<file path="src/rtl/pipe_stage_reg_pkg.sv">
// Shared constants and load-selection helper for the generic pipeline stage register.
// Stages pick their Tnew decrement from the STAGE_*_DEC values below.
package pipe_stage_reg_pkg;

   localparam int TNEW_W_DEF = 3;
   localparam int A_W_DEF    = 5;

   localparam logic [4:0] ZERO_REG = 5'd0;

   localparam int STAGE_D_DEC   = 0;
   localparam int STAGE_EMW_DEC = 1;

   typedef enum logic [1:0] {
      LD_HOLD,
      LD_BUBBLE,
      LD_ENTRY
   } load_e;

   // Reset is applied separately by the register process, so it is not an input here.
   function automatic load_e load_sel(input logic flush, input logic en, input logic in_valid);
      load_e sel;
      if (flush)         sel = LD_BUBBLE;
      else if (!en)      sel = LD_HOLD;
      else if (in_valid) sel = LD_ENTRY;
      else               sel = LD_BUBBLE;
      return sel;
   endfunction

endpackage

</file>
<file path="src/rtl/pipe_stage_reg_sat_counter.sv">
// Saturating up-counter with synchronous active-high reset; it sticks at all-ones.
module sat_counter #(
   parameter int W = 16
) (
   input  logic         clk,
   input  logic         rst,
   input  logic         inc,
   output logic [W-1:0] cnt
);

   logic [W-1:0] cnt_q;
   logic [W-1:0] cnt_d;

   always_comb begin
      cnt_d = cnt_q;
      if (inc && (cnt_q != '1)) cnt_d = cnt_q + W'(1);
   end

   always_ff @(posedge clk) begin
      if (rst) cnt_q <= '0;
      else     cnt_q <= cnt_d;
   end

   assign cnt = cnt_q;

endmodule

</file>
<file path="src/rtl/pipe_stage_reg.sv">
// Generic pipeline stage register: payload plus A3/Tnew hazard tags, valid bit,
// flush-over-stall priority, saturating Tnew decrement and hazard debug counters.
module pipe_stage_reg
   import pipe_stage_reg_pkg::*;
#(
   parameter int DATA_W   = 96,
   parameter int A_W      = A_W_DEF,
   parameter int TNEW_W   = TNEW_W_DEF,
   parameter int TNEW_DEC = STAGE_EMW_DEC,
   parameter int CNT_W    = 16
) (
   input  logic              clk,
   input  logic              rst,
   input  logic              en,
   input  logic              flush,
   input  logic              in_valid,
   input  logic [DATA_W-1:0] in_payload,
   input  logic [A_W-1:0]    in_a3,
   input  logic [TNEW_W-1:0] in_tnew,
   output logic              out_valid,
   output logic [DATA_W-1:0] out_payload,
   output logic [A_W-1:0]    out_a3,
   output logic [TNEW_W-1:0] out_tnew,
   output logic              fwd_ready,
   output logic [CNT_W-1:0]  stall_cnt,
   output logic [CNT_W-1:0]  flush_cnt
);

   // Compared one bit wider so a decrement larger than the field cannot alias.
   localparam logic [TNEW_W:0] DEC_EXT = (TNEW_W + 1)'(TNEW_DEC);

   load_e             load;
   logic              valid_q,   valid_d;
   logic [DATA_W-1:0] payload_q, payload_d;
   logic [A_W-1:0]    a3_q,      a3_d;
   logic [TNEW_W-1:0] tnew_q,    tnew_d;
   logic [TNEW_W:0]   tnew_ext;
   logic [TNEW_W-1:0] tnew_dec;
   logic              stall_inc;
   logic              flush_inc;

   assign tnew_ext = {1'b0, in_tnew};
   assign tnew_dec = (tnew_ext > DEC_EXT) ? TNEW_W'(tnew_ext - DEC_EXT) : '0;

   always_comb begin
      // NOTE: every next-state signal gets a default before the case, so no path leaves it unassigned and no latch is inferred.
      load      = load_sel(flush, en, in_valid);
      valid_d   = valid_q;
      payload_d = payload_q;
      a3_d      = a3_q;
      tnew_d    = tnew_q;
      unique case (load)
         LD_ENTRY: begin
            valid_d   = 1'b1;
            payload_d = in_payload;
            a3_d      = in_a3;
            tnew_d    = tnew_dec;
         end
         LD_BUBBLE: begin
            valid_d   = 1'b0;
            payload_d = '0;
            a3_d      = A_W'(ZERO_REG);
            tnew_d    = '0;
         end
         default: ;
      endcase
   end

   always_ff @(posedge clk) begin
      // NOTE: state is written with non-blocking assignments so every register samples pre-edge values.
      if (rst) begin
         valid_q   <= 1'b0;
         payload_q <= '0;
         a3_q      <= A_W'(ZERO_REG);
         tnew_q    <= '0;
      end else begin
         valid_q   <= valid_d;
         payload_q <= payload_d;
         a3_q      <= a3_d;
         tnew_q    <= tnew_d;
      end
   end

   // A stalled bubble is not counted; a flush always wins over the stall.
   assign stall_inc = !flush && !en && valid_q;
   assign flush_inc = flush && in_valid;

   sat_counter #(.W(CNT_W)) u_stall_cnt (
      .clk (clk),
      .rst (rst),
      .inc (stall_inc),
      .cnt (stall_cnt)
   );

   sat_counter #(.W(CNT_W)) u_flush_cnt (
      .clk (clk),
      .rst (rst),
      .inc (flush_inc),
      .cnt (flush_cnt)
   );

   assign out_valid   = valid_q;
   assign out_payload = payload_q;
   assign out_a3      = a3_q;
   assign out_tnew    = tnew_q;
   assign fwd_ready   = valid_q && (a3_q != A_W'(ZERO_REG)) && (tnew_q == '0);

endmodule

</file>
<file path="config.mk">
export PLATFORM = sky130hd
export DESIGN_NAME = pipe_stage_reg
export DESIGN_NICKNAME = d
export VERILOG_FILES = /design/src/rtl/pipe_stage_reg_pkg.sv /design/src/rtl/pipe_stage_reg_sat_counter.sv /design/src/rtl/pipe_stage_reg.sv
export SDC_FILE = /design/constraint.sdc
export NUM_CORES = 1
export LEC_CHECK = 0
export CORE_UTILIZATION = 35
export CTS_CLUSTER_SIZE = 25
export DETAILED_ROUTE_END_ITERATION = 12
export PLACE_DENSITY_LB_ADDON = 0.3
export SLEW_MARGIN = 10
export SYNTH_ARGS = -nofsm -noshare
export SYNTH_HDL_FRONTEND = slang
export SYNTH_SLANG_ARGS = --single-unit
export TNS_END_PERCENT = 5
</file>
<file path="constraint.sdc">
create_clock -name clk -period 3.25 [get_ports clk]
set_input_delay 0.325 -clock clk [delete_from_list [all_inputs] [get_ports clk]]
set_output_delay 0.325 -clock clk [all_outputs]
set_load 0.03 [all_outputs]
</file>
-- Word level (Yosys, flattened, before mapping)
Index checks and enable logic that the tools add are counted.
- reductions and logical operators: 12
- $lt $le $gt $ge: 1
- add/subtract/negate cells: 3
- muxes and demuxes: 8
- equality and inequality tests: 4
- operator list (cell ; number):
    one-hot mux 96 bit (2 select lines) ; 1
    adder 16 x 1 -> 16 bit (second input constant) ; 2
    inequality test 16 bit (second input constant) ; 2
    one-hot mux 5 bit (2 select lines) ; 1
    logical AND 1 bit ; 7
    2-to-1 mux 2 bit ; 3
    one-hot mux 3 bit (2 select lines) ; 1
    nonzero test 5 bit ; 1
    greater-than comparator 3 x 1 -> 1 bit (second input constant) ; 1
    logical NOT 3 bit ; 1
    2-to-1 mux 3 bit ; 1
    subtractor 3 x 1 -> 3 bit (second input constant) ; 1
    == test 2 x 1 -> 1 bit (second input constant) ; 1
    == test 2 bit (second input constant) ; 1
    logical NOT 1 bit ; 2
    one-hot mux 1 bit (2 select lines) ; 1
    nonzero test 2 bit ; 1
- bits of input ports: 109
- flip-flop bits (word level): 137

-- Depth between registers and ports, before layout
Gate-level depths: netlist of run 1.
- depth after elaboration: 5
- gate-level depth with buffers: 9

-- By module
A second synthesis of run 1 with hierarchy kept.
- cell total of the unflattened synthesis: 566
- area, all modules: 5357.6 sq um
- modules (own cells, without submodules) (module ; instances ; cells an instance ; area an instance (sq um)):
    pipe_stage_reg ; 1 ; 368 ; 3661.0
    sat_counter ; 2 ; 99 ; 848.3

-- Least setup slack after synthesis of run 1
OpenSTA, ideal clock, no wires.
- path kind: register -> register
- start point: register u_flush_cnt.cnt_q[0] (netlist: u_flush_cnt.cnt[0])
- end point: register u_flush_cnt.cnt_q[10] (netlist: u_flush_cnt.cnt[10])
- cell stages (with the launch flop): 7
- buffers on the path: 1
- slack: 1.196 ns
- data arrival time: 1.984 ns
- library setup time: 0.071 ns
- required time: 3.179 ns
- clock period less this slack: 2.054 ns
- cell sequence: dfxtp_1 > ha_1 > nand3_4 > or3_1 > buf_2 > or4_1 > a21oi_1
- longest elaborated chain between the ends: 2
- elaborated cells between the ends (all ways): 3
- classes of those cells: add/sub (1); eq/ne (1); reduce/logical (1)
- ends and longest elaborated chain (what ; RTL line ; RTL):
    start: declaration ; pipe_stage_reg_sat_counter.sv:11 ; logic [W-1:0] cnt_q;
    start signal: assignment ; pipe_stage_reg_sat_counter.sv:21 ; else cnt_q <= cnt_d;
    branches (longest 2 deep; another with adder 16 x 1 -> 16 bit) ; -- ;
Parallel ways; which one is timed is not known.
A chain may end at the register's enable or synchronous reset.

-- Final worst setup path of run 1
- start point: register valid_q (netlist: out_valid)
- end point: output fwd_ready
- longest elaborated chain between the ends: 2
- ends and longest elaborated chain (what ; RTL line ; RTL):
    start: declaration ; pipe_stage_reg.sv:33 ; logic valid_q, valid_d;
    start signal: assignment ; pipe_stage_reg.sv:77 ; valid_q <= valid_d;
    logical AND 1 bit (2 in series) ; pipe_stage_reg.sv:106 ; assign fwd_ready = valid_q && (a3_q != A_W'(ZERO_REG)) && (tnew_q == '0);
    end: declaration ; pipe_stage_reg.sv:24 ; output logic fwd_ready,
No other way between the ends.

==> impl_results.md, run 1 <==
* Status: completed
* Final min period at 2670 ps
* Worst EP required at 2920 ps
* Final setup viols at 0
* Arrival time at the worst endpoint at 2350 ps
* Reg-to-Reg End: u_flush_cnt.cnt[10]
* Port bufs at 246
* Vias in the first global route at 5028
* CTS tree: done
* Largest net degree at the start of global routing at 106
* Synth Area in Simple Gates at 19.6%
* Post-synth EDFFs at 0
* Die area at 15400 µm²
* Pins over their slew limit at 0
* Nets at 909
* Root Buffer Master: clkbuf_16
* R2r setup slk at 1190 ps
* WL final at 15800 µm
* Max Buffers Root-to-Sink at 2
* Pwr Total at 4260 µW
* Max Cap Violations at 0
* Die X at 124 µm
* Worst Reg-to-Reg Cells at 5
* Worst-margin pin slew at 863 ps
* Global placement routability congestion at 0.829
* Synthesized netlist cell count at 564
* Skew final at 12.8 ps
* Initial antenna violation count at 0
* Sequential area share after synthesis at 52.6%
* Top cells by area, synth: dfxtp_1 (53%), a22oi_1 (15%), nor2_1 (8.3%)
* CP Capture Point: fwd_ready
* HPWL after DPL at 11100 µm
* Routed Antenna Nets at 0
* DRC at 0
* Max FO, Critical Path at 5
* Core area at 14500 µm²
* Yosys cell types at 48
* Ys flop type: dfxtp_1
* Final Hold Viols at 0
* Peak VDD IR at 314 µV
* Most frequent cell after synthesis: dfxtp_1
* Die height at 124 µm
* H-tree depth at 4
* Post-synthesis mux area share at 0.600%
* Synth top area share at 52.6%
* Type of origin of the critical path: register
* Cts repair resizes at 0
* Avg Cell Area, Syn at 9.24 µm²
* Clock transition at path regs at 60 ps
* Grt ovf at 0
* RSZ-0062 raised after global routing: false
* First-iteration detailed-routing DRC count at 350
* Fmax at 0.374 GHz
* Gr usage total at 20.6%
* Lkg Pwr at 0.00296 µW
* Hold Path Origin: rst
* Design area at 8370 µm²
* Synthesized Nets at 678
* # clock sinks at 137
* Ys Warns at 0
* DP Area at 7830 µm²
* Max_slew headroom at 42.5%
* Reg2reg start: u_flush_cnt.cnt[0]
* Site Rows at 44
* Seq cells post-synth at 137
* Post-Place Cells at 960
* Area grow syn2layout at 60.6%
* DR vias/cell at 5.32
* PD cells at 509 nW/µm²
* Crit path kind: register to output port
* Final Non-Filler Cells at 988
* Layout cell share with drive strength beyond 1 at 6.22%
* CP endpoint kind: output port
* Post-Synth XOR/XNOR Area at 0.336%
* Pre-Repair DR Iteration Count at 4
* Synth cell count leaders: dfxtp_1 (137), nor2_1 (115), a22oi_1 (101), clkbuf_1 (37), a21oi_1 (23)
* WL/cell at 16.0 µm
* Fin crit share at 82.2%
* # Post-CTS Setup Buffers at 0
* Yosys top cell by area: dfxtp_1
* Setup TNS at 0 ps
* Largest family of logic cells by synthesized area: compound AO/OA/AOI/OAI gates
* Initial Util at 35.9%
* Clock Latency Late Sink at 410 ps
* Synth Area in Adders at 1.20%
* First-pass GRT wire length at 24500 µm
* TritonCTS Buffers at 17
* HP Class: input pin to register
* ANT cells at 0
* Crit path from: out_valid
* Ys async rst share at 0%
* Fillers at 1257
* WHS at 498 ps
* IO Pins at 247
* Vias at 5260
* Compound-Gate Fraction of Synth Area at 22.1%
* # hold bufs at CTS at 0
* Mapped cell area at 5210 µm²
worst min path at each step:
stage / end / cells after the start / slack [ps]
final: out_payload[53] / 2 / 500
after global placement: out_payload[14] / 2 / 490
after CTS: out_payload[53] / 2 / 490
after floorplan: out_a3[0] / 2 / 470
after global routing: out_payload[56] / 2 / 520
after detailed placement: out_payload[25] / 2 / 500
sequential cells by signal, summed over array words and instances, names as in the netlist:
name and cells:
out_tnew 3, u_stall_cnt.cnt 16, out_valid 1, out_a3 5
out_payload 96, u_flush_cnt.cnt 16
stage by stage:
stage          util (%)  worst slack [ps]
4_1_cts            57.6               555
2_1_floorplan         -              1200
5_1_grt            57.6               501
3_3_place_gp       53.9               965
3_5_place_dp       53.9               878
6_report           57.6               578
cells in the final DEF, fill, tap and decap left out, types with 7 or more instances in the layout:
cell type | synthesis | layout
a22oi_1 | 101 | 101
nand2_1 | 11 | 11
dfxtp_1 | 137 | 137
or3_1 | 9 | 9
clkbuf_16 | 0 | 17
o21ai_0 | 11 | 11
inv_1 | 8 | 8
nor2_1 | 115 | 114
nand4_1 | 9 | 9
clkdlybuf4s50_1 | 0 | 245
nand3_1 | 10 | 10
or4_1 | 11 | 11
buf_4 | 0 | 7
o31ai_1 | 12 | 12
a21oi_1 | 23 | 23
where the power goes:
group / switching [µW] / internal (µW) / total, µW
sequential: 42.0 / 1750 / 1790
clock: 649 / 1150 / 1800
combinational: 356 / 314 / 670
total: 1050 / 3220 / 4260
per-layer routing:
| layer | vias up | GRT usage, % | wire length (µm) |
|---|---|---|---|
| met5 | - | 0 | 0 |
| met4 | 0 | 8.04 | 263 |
| met3 | 21 | 7.42 | 1200 |
| met2 | 189 | 34.2 | 7860 |
| met1 | 2521 | 24.0 | 6470 |
| li1 | 2529 | - | - |
critical path, cell delays in order, from the launching register on:
cell and delay (ps):
dfxtp_1 450, or4b_2 610, a21oi_1 160, clkdlybuf4s50_1 730
cell type report:
class / count / area (µm²) / share of cell area [%]
flip-flops and latches: 137 / 2740 / 32.8
repair buffers: 253 / 2520 / 30.2
multi-input cells: 378 / 2300 / 27.5
clock buffers: 24 / 472 / 5.63
well taps: 184 / 230 / 2.75
clock inverters: 4 / 70.1 / 0.837
inverters: 8 / 30.0 / 0.359
cell families (layout without fill, tap and decap cells):
kind of cell	after synthesis	in the layout
fa+ha+maj	5	5
simple gates	205	205
xor+xnor	2	2
flops	137	137
compound gates	163	163
mux	3	3
buf+inv	49	289
Note: power is estimated with default switching activity, not from simulation.
==> run 2: changes to the inputs <==
==> constraint.sdc (replaced) <==
create_clock -name clk -period 2.6 [get_ports clk]
set_input_delay 0.26 -clock clk [delete_from_list [all_inputs] [get_ports clk]]
set_output_delay 0.26 -clock clk [all_outputs]
set_load 0.03 [all_outputs]
==> run 2 against run 1 <==
Net effect: clock-buffer cell count is 2 higher; critical path type unchanged; critical endpoint unchanged; setup slack worse by 290 ps; flip-flop and latch count stayed put; clock skew is 6.6 ps lower; utilization is 0.98 points higher.
==> impl_results.md, run 2 (synthesis gave the netlist of run 1 again) <==
* Status: completed
* CTS tree: done
* Design area at 8520 µm² (+1.7%)
* Critical Path Max Stage Delay at 620 ps (-110 ps)
* Largest net degree at the start of global routing at 71 (-33%)
* Routed wl met3 at 1210 µm (+0.83%)
* Routed Antenna Nets at 0 (unchanged)
* Core area at 14500 µm² (unchanged)
* DRC at 0 (unchanged)
* Worst hold path cell count at 2 (unchanged)
* CP endpoint kind: output port
* WL final at 15900 µm (+0.75%)
* Max_slew headroom at 46.5% (+4.0 points)
* Leading cell type in the layout, fill and taps excluded: clkdlybuf4s50_1
* Pins over their slew limit at 0 (unchanged)
* Worst-margin pin slew at 796 ps (-66.4 ps)
* WHS at 322 ps (-176 ps)
* Gr usage total at 20.6% (about the same)
* HPWL after DPL at 11400 µm (+2.7%)
* Crit-path cells: or4b_2 > a21oi_1 > dlygate4sd2_1
* Final setup viols at 0 (unchanged)
* Core Util, Final at 58.6% (+0.98 points)
* Grt ovf at 0 (unchanged)
* Type of origin of the critical path: register
* Fillers at 1236 (-1.7%)
* Root Buffer Master: clkbuf_16
* H-tree depth at 4 (unchanged)
* Fmax at 0.433 GHz
* Area grow syn2layout at 63.3%
* Max FO, Critical Path at 5 (unchanged)
* First-iteration detailed-routing DRC count at 330 (-5.7%)
* Hold EP: u_stall_cnt.cnt[8]
* Hold Path Origin: rst
* Final min period at 2310 ps
* Highest metal used: met4
* Die X at 124 µm (unchanged)
* Crit path kind: register to output port
* Vias at 5274 (+0.27%)
* PnR worst setup slack at 288 ps (-289 ps)
* Clock Latency Late Sink at 410 ps (about the same)
* Die height at 124 µm (unchanged)
* Peak VDD IR at 409 µV (+30%)
* Skew final at 6.19 ps (-6.57 ps)
* CP max stage cell: or4b_2
* ANT cells at 0 (unchanged)
* Global placement routability congestion at 0.822 (-0.88%)
* Initial Util at 35.9% (unchanged)
* Reg-to-Reg End: u_flush_cnt.cnt[14]
* Vias in the first global route at 4923 (-2.1%)
* Max FFs per register at 96 (unchanged)
* Reg2reg start: u_flush_cnt.cnt[0]
* DP Area at 7890 µm² (+0.77%)
* # clock sinks at 137 (unchanged)
* Site Rows at 44 (unchanged)
* Cts repair resizes at 1 (+1)
* Fin crit share at 88.9%
* Pre-CTS setup slack at 349 ps (-529 ps)
* Clock transition at path regs at 60 ps (about the same)
* R2r setup slk at 570 ps (-620 ps)
* # hold bufs at CTS at 0 (unchanged)
* Initial antenna violation count at 0 (unchanged)
* TritonCTS Buffers at 17 (unchanged)
* PD cells at 662 nW/µm² (+30%)
* RSZ-0062 raised after global routing: false
* Die area at 15400 µm² (unchanged)
* Final Hold Viols at 0 (unchanged)
* # Post-CTS Setup Buffers at 0 (unchanged)
* Most frequent cells in the layout: clkdlybuf4s50_1 (244), dfxtp_1 (137), nor2_1 (114), a22oi_1 (101), a21oi_1 (23)
* HP Class: input pin to register
* IO Pins at 247 (unchanged)
* Lkg Pwr at 0.00303 µW (+2.2%)
* WL/cell at 16.0 µm (about the same)
* Pre-Repair DR Iteration Count at 5 (+1)
* Worst EP required at 2340 ps (-580 ps)
* Met2 routed WL at 7980 µm (+1.5%)
* Layout cell share with drive strength beyond 1 at 6.91% (+0.69 points)
* Nets at 912 (+0.33%)
* Port bufs at 246 (unchanged)
* Arrival time at the worst endpoint at 2050 ps (-300 ps)
* M1 wire length at 6450 µm (-0.32%)
* Max Cap Violations at 0 (unchanged)
* First-pass GRT wire length at 24200 µm (-1.2%)
* Max Buffers Root-to-Sink at 2 (unchanged)
* DR vias/cell at 5.30 (-0.44%)
* Setup TNS at 0 ps (unchanged)
* Worst Reg-to-Reg Cells at 5 (unchanged)
run 2: changes by cell type in the layout (fill, tap and decap cells not counted), sizes merged:
cell	change
clkbuf	+2
buf	+3
bufinv	+2
clkinv	-1
clkdlybuf4s50	-1
clkinvlp	+1
dlygate4sd2	+1
run 2: worst max path at each step:
stage | startpoint | end | cells after the start
after floorplan | u_flush_cnt.cnt[0] | u_flush_cnt.cnt[10] | 6
after global placement | flush | u_stall_cnt.cnt[15] | 5
after detailed placement | flush | u_flush_cnt.cnt[10] | 5
after CTS | out_valid | fwd_ready | 3
after global routing | out_valid | fwd_ready | 3
final | out_valid | fwd_ready | 3
run 2: power by group:
group	switching [µW]	leakage (µW)	total (µW)	internal [µW]
Sequential	52.8	0.00111	2240	2190
Clock	858	0.000299	2540	1690
Combinational	448	0.00162	854	406
run 2: routing by layer:
layer  up-vias  track usage [%]
li1       2553                -
met1      2506             23.3
met2       194             34.2
met3        21             7.14
met4         0             10.1
met5         -                0
run 2: layout make-up:
cell class	instances	area [µm²]	share of cell area, %
clock buffer	26	489	5.74
clock inverter	6	136	1.60
inverter	8	30.0	0.353
multi-input combinational	378	2300	27.0
sequential	137	2740	32.2
tap	184	230	2.70
timing repair buffer	256	2580	30.3
run 2: critical path: cells and delay by family, from the launching register on:
family                 cells  cell delay (ps)
buffers and inverters      1              450
DFF                        1              440
and+or+nand+nor            1              620
AOI/OAI and AO/OA          1              140
run 2: per-stage QoR:
stage	instances	power, µW
2_1_floorplan	564	2700
3_3_place_gp	963	3120
3_5_place_dp	963	3140
4_1_cts	995	5700
5_1_grt	995	5870
6_report	995	5640
==> run 3: changes to the inputs <==
--- a/config.mk
+++ b/config.mk
@@ -5,6 +5,7 @@
 export SDC_FILE = /design/constraint.sdc
 export NUM_CORES = 1
 export LEC_CHECK = 0
+export CORE_MARGIN = 2
 export CORE_UTILIZATION = 35
 export CTS_CLUSTER_SIZE = 25
 export DETAILED_ROUTE_END_ITERATION = 12
==> run 3 against run 2 <==
Net effect: clock-buffer cell count fell by 3; wire length fell by 0.57%; utilization is 0.57 points lower; flip-flop and latch count is the same; setup slack gained 2.2 ps; worst hold slack improved by 21 ps; final area decreased by 0.97%; power fell by 4.9%; cell count shrank 0.40%; global-route usage down 1.1 points; clock power fell by 10%; register-to-register slack improved by 20 ps; highest routed layer unchanged.
==> impl_results.md, run 3 (synthesis gave the netlist of run 1 again) <==
* Status: completed
* WL final at 15800 µm (-0.57%)
* # hold bufs at CTS at 0 (unchanged)
* Vias at 5200 (-1.4%)
* RSZ-0062 raised after global routing: false
* DP Area at 7890 µm² (about the same)
* Vias in the first global route at 5216 (+6.0%)
* Final Non-Filler Cells at 991 (-0.40%)
* First-pass GRT wire length at 25200 µm (+4.3%)
* Largest net degree at the start of global routing at 60 (-15%)
* Pre-Repair DR Iteration Count at 4 (-1)
* Die area at 15900 µm² (+3.3%)
* Gr usage total at 19.5% (-1.1 points)
* Die X at 126 µm (+1.6%)
* Worst-margin pin slew at 798 ps (+2.06 ps)
* Met2 routed WL at 7900 µm (-0.95%)
* Clock transition at path regs at 50 ps (about the same)
* Area grow syn2layout at 61.7%
* Layout cell share with drive strength beyond 1 at 6.82% (-0.090 points)
* Arrival time at the worst endpoint at 2050 ps (about the same)
* CTS tree: done
* CP max stage cell: or4b_2
* # clock sinks at 137 (unchanged)
* Lkg Pwr at 0.00300 µW (-0.94%)
* TritonCTS Buffers at 17 (unchanged)
* Critical Path Max Stage Delay at 620 ps (about the same)
* Max Buffers Root-to-Sink at 2 (unchanged)
* Setup TNS at 0 ps (unchanged)
* Crit path kind: register to output port
* WL/cell at 16.0 µm (-0.16%)
* ANT cells at 0 (unchanged)
* H-tree depth at 4 (unchanged)
* Fmax at 0.433 GHz (about the same)
* Clock Latency Late Sink at 410 ps (about the same)
* Skew final at 6.47 ps (+0.278 ps)
* Design area at 8430 µm² (-0.97%)
* PD cells at 636 nW/µm² (-3.9%)
* Type of origin of the critical path: register
* Initial antenna violation count at 0 (unchanged)
* Port bufs at 246 (unchanged)
* Die height at 126 µm (+1.6%)
* Max FO, Critical Path at 5 (unchanged)
* HP Class: input pin to register
* Max FFs per register at 96 (unchanged)
* Fin crit share at 88.8% (about the same)
* Worst EP required at 2340 ps (about the same)
* Max_slew headroom at 46.4% (-0.14 points)
* Final Hold Viols at 0 (unchanged)
* Max Cap Violations at 0 (unchanged)
* M1 wire length at 6470 µm (+0.25%)
* Final min period at 2310 ps (-2.16 ps)
* Pwr Total at 5370 µW (-4.9%)
* Final setup viols at 0 (unchanged)
* Highest metal used: met4
* Post-Place Cells at 964 (+0.10%)
* Leading cell type in the layout, fill and taps excluded: clkdlybuf4s50_1
* Most frequent cells in the layout: clkdlybuf4s50_1 (244), dfxtp_1 (137), nor2_1 (114), a22oi_1 (101), a21oi_1 (23)
* Initial Util at 35.9% (unchanged)
* Core area at 14500 µm² (unchanged)
* DRC at 0 (unchanged)
* Core Util, Final at 58.0% (-0.57 points)
* Crit-path cells: or4b_2 > a21oi_1 > dlygate4sd2_1
* Routed Antenna Nets at 0 (unchanged)
* Site Rows at 44 (unchanged)
* CP endpoint kind: output port
* Global placement routability congestion at 0.781 (-5.0%)
* Root Buffer Master: clkbuf_16
* Peak VDD IR at 433 µV (+5.9%)
* Pins over their slew limit at 0 (unchanged)
* Routed wl met3 at 1140 µm (-5.5%)
* IO Pins at 247 (unchanged)
* Grt ovf at 0 (unchanged)
* First-iteration detailed-routing DRC count at 369 (+12%)
* Nets at 913 (+0.11%)
* HPWL after DPL at 11300 µm (-1.3%)
* DR vias/cell at 5.25 (-1.0%)
[run 3: metal layers]
| layer | GRT usage (%) | up-vias |
|---|---|---|
| li1 | - | 2536 |
| met1 | 21.6 | 2474 |
| met2 | 34.1 | 171 |
| met3 | 6.71 | 19 |
| met4 | 8.02 | 0 |
| met5 | 0 | - |
[run 3: timing repair]
action | 4_1_cts | 5_1_grt
resized for setup | 1 | 0
setup buffers | 0 | 0
endpoints found under the setup margin | 1 | 0
[run 3: worst paths after layout]
kind | start | end | slack [ps] | cells past startpoint
setup / recovery | out_valid | fwd_ready | 290 | 3
setup reg to reg | u_flush_cnt.cnt[0] | u_flush_cnt.cnt[14] | 590 | 5
hold reg to reg | u_stall_cnt.cnt[15] | u_stall_cnt.cnt[15] | 500 | 2
hold / removal | rst | out_payload[61] | 340 | 2
[run 3: power breakdown]
group	total [µW]	switching [µW]	internal [µW]
sequential	2240	50.5	2190
combinational	850	447	403
clock	2280	819	1460
total	5370	1320	4050
[run 3: layout make-up]
cell class	instances	area (µm²)
Clock inverter	4	70.1
Fill cell	1237	6100
Inverter	8	30.0
Timing Repair Buffer	257	2580
Clock buffer	23	478
Multi-Input combinational cell	378	2300
Sequential cell	137	2740
Tap cell	184	230
[run 3: worst max-delay path: cells and delay by family (launching register included)]
kind	cells	cell delay, ps
DFF	1	440
and+or+nand+nor	1	620
AOI/OAI and AO/OA	1	140
buffers and inverters	1	440
[run 3: stage by stage]
| step | hold slack [ps] | setup slack (ps) |
|---|---|---|
| after floorplan | 404 | 546 |
| final | 343 | 291 |
| after global placement | 482 | 396 |
| after global routing | 348 | 179 |
| after CTS | 318 | 217 |
| after detailed placement | 497 | 357 |
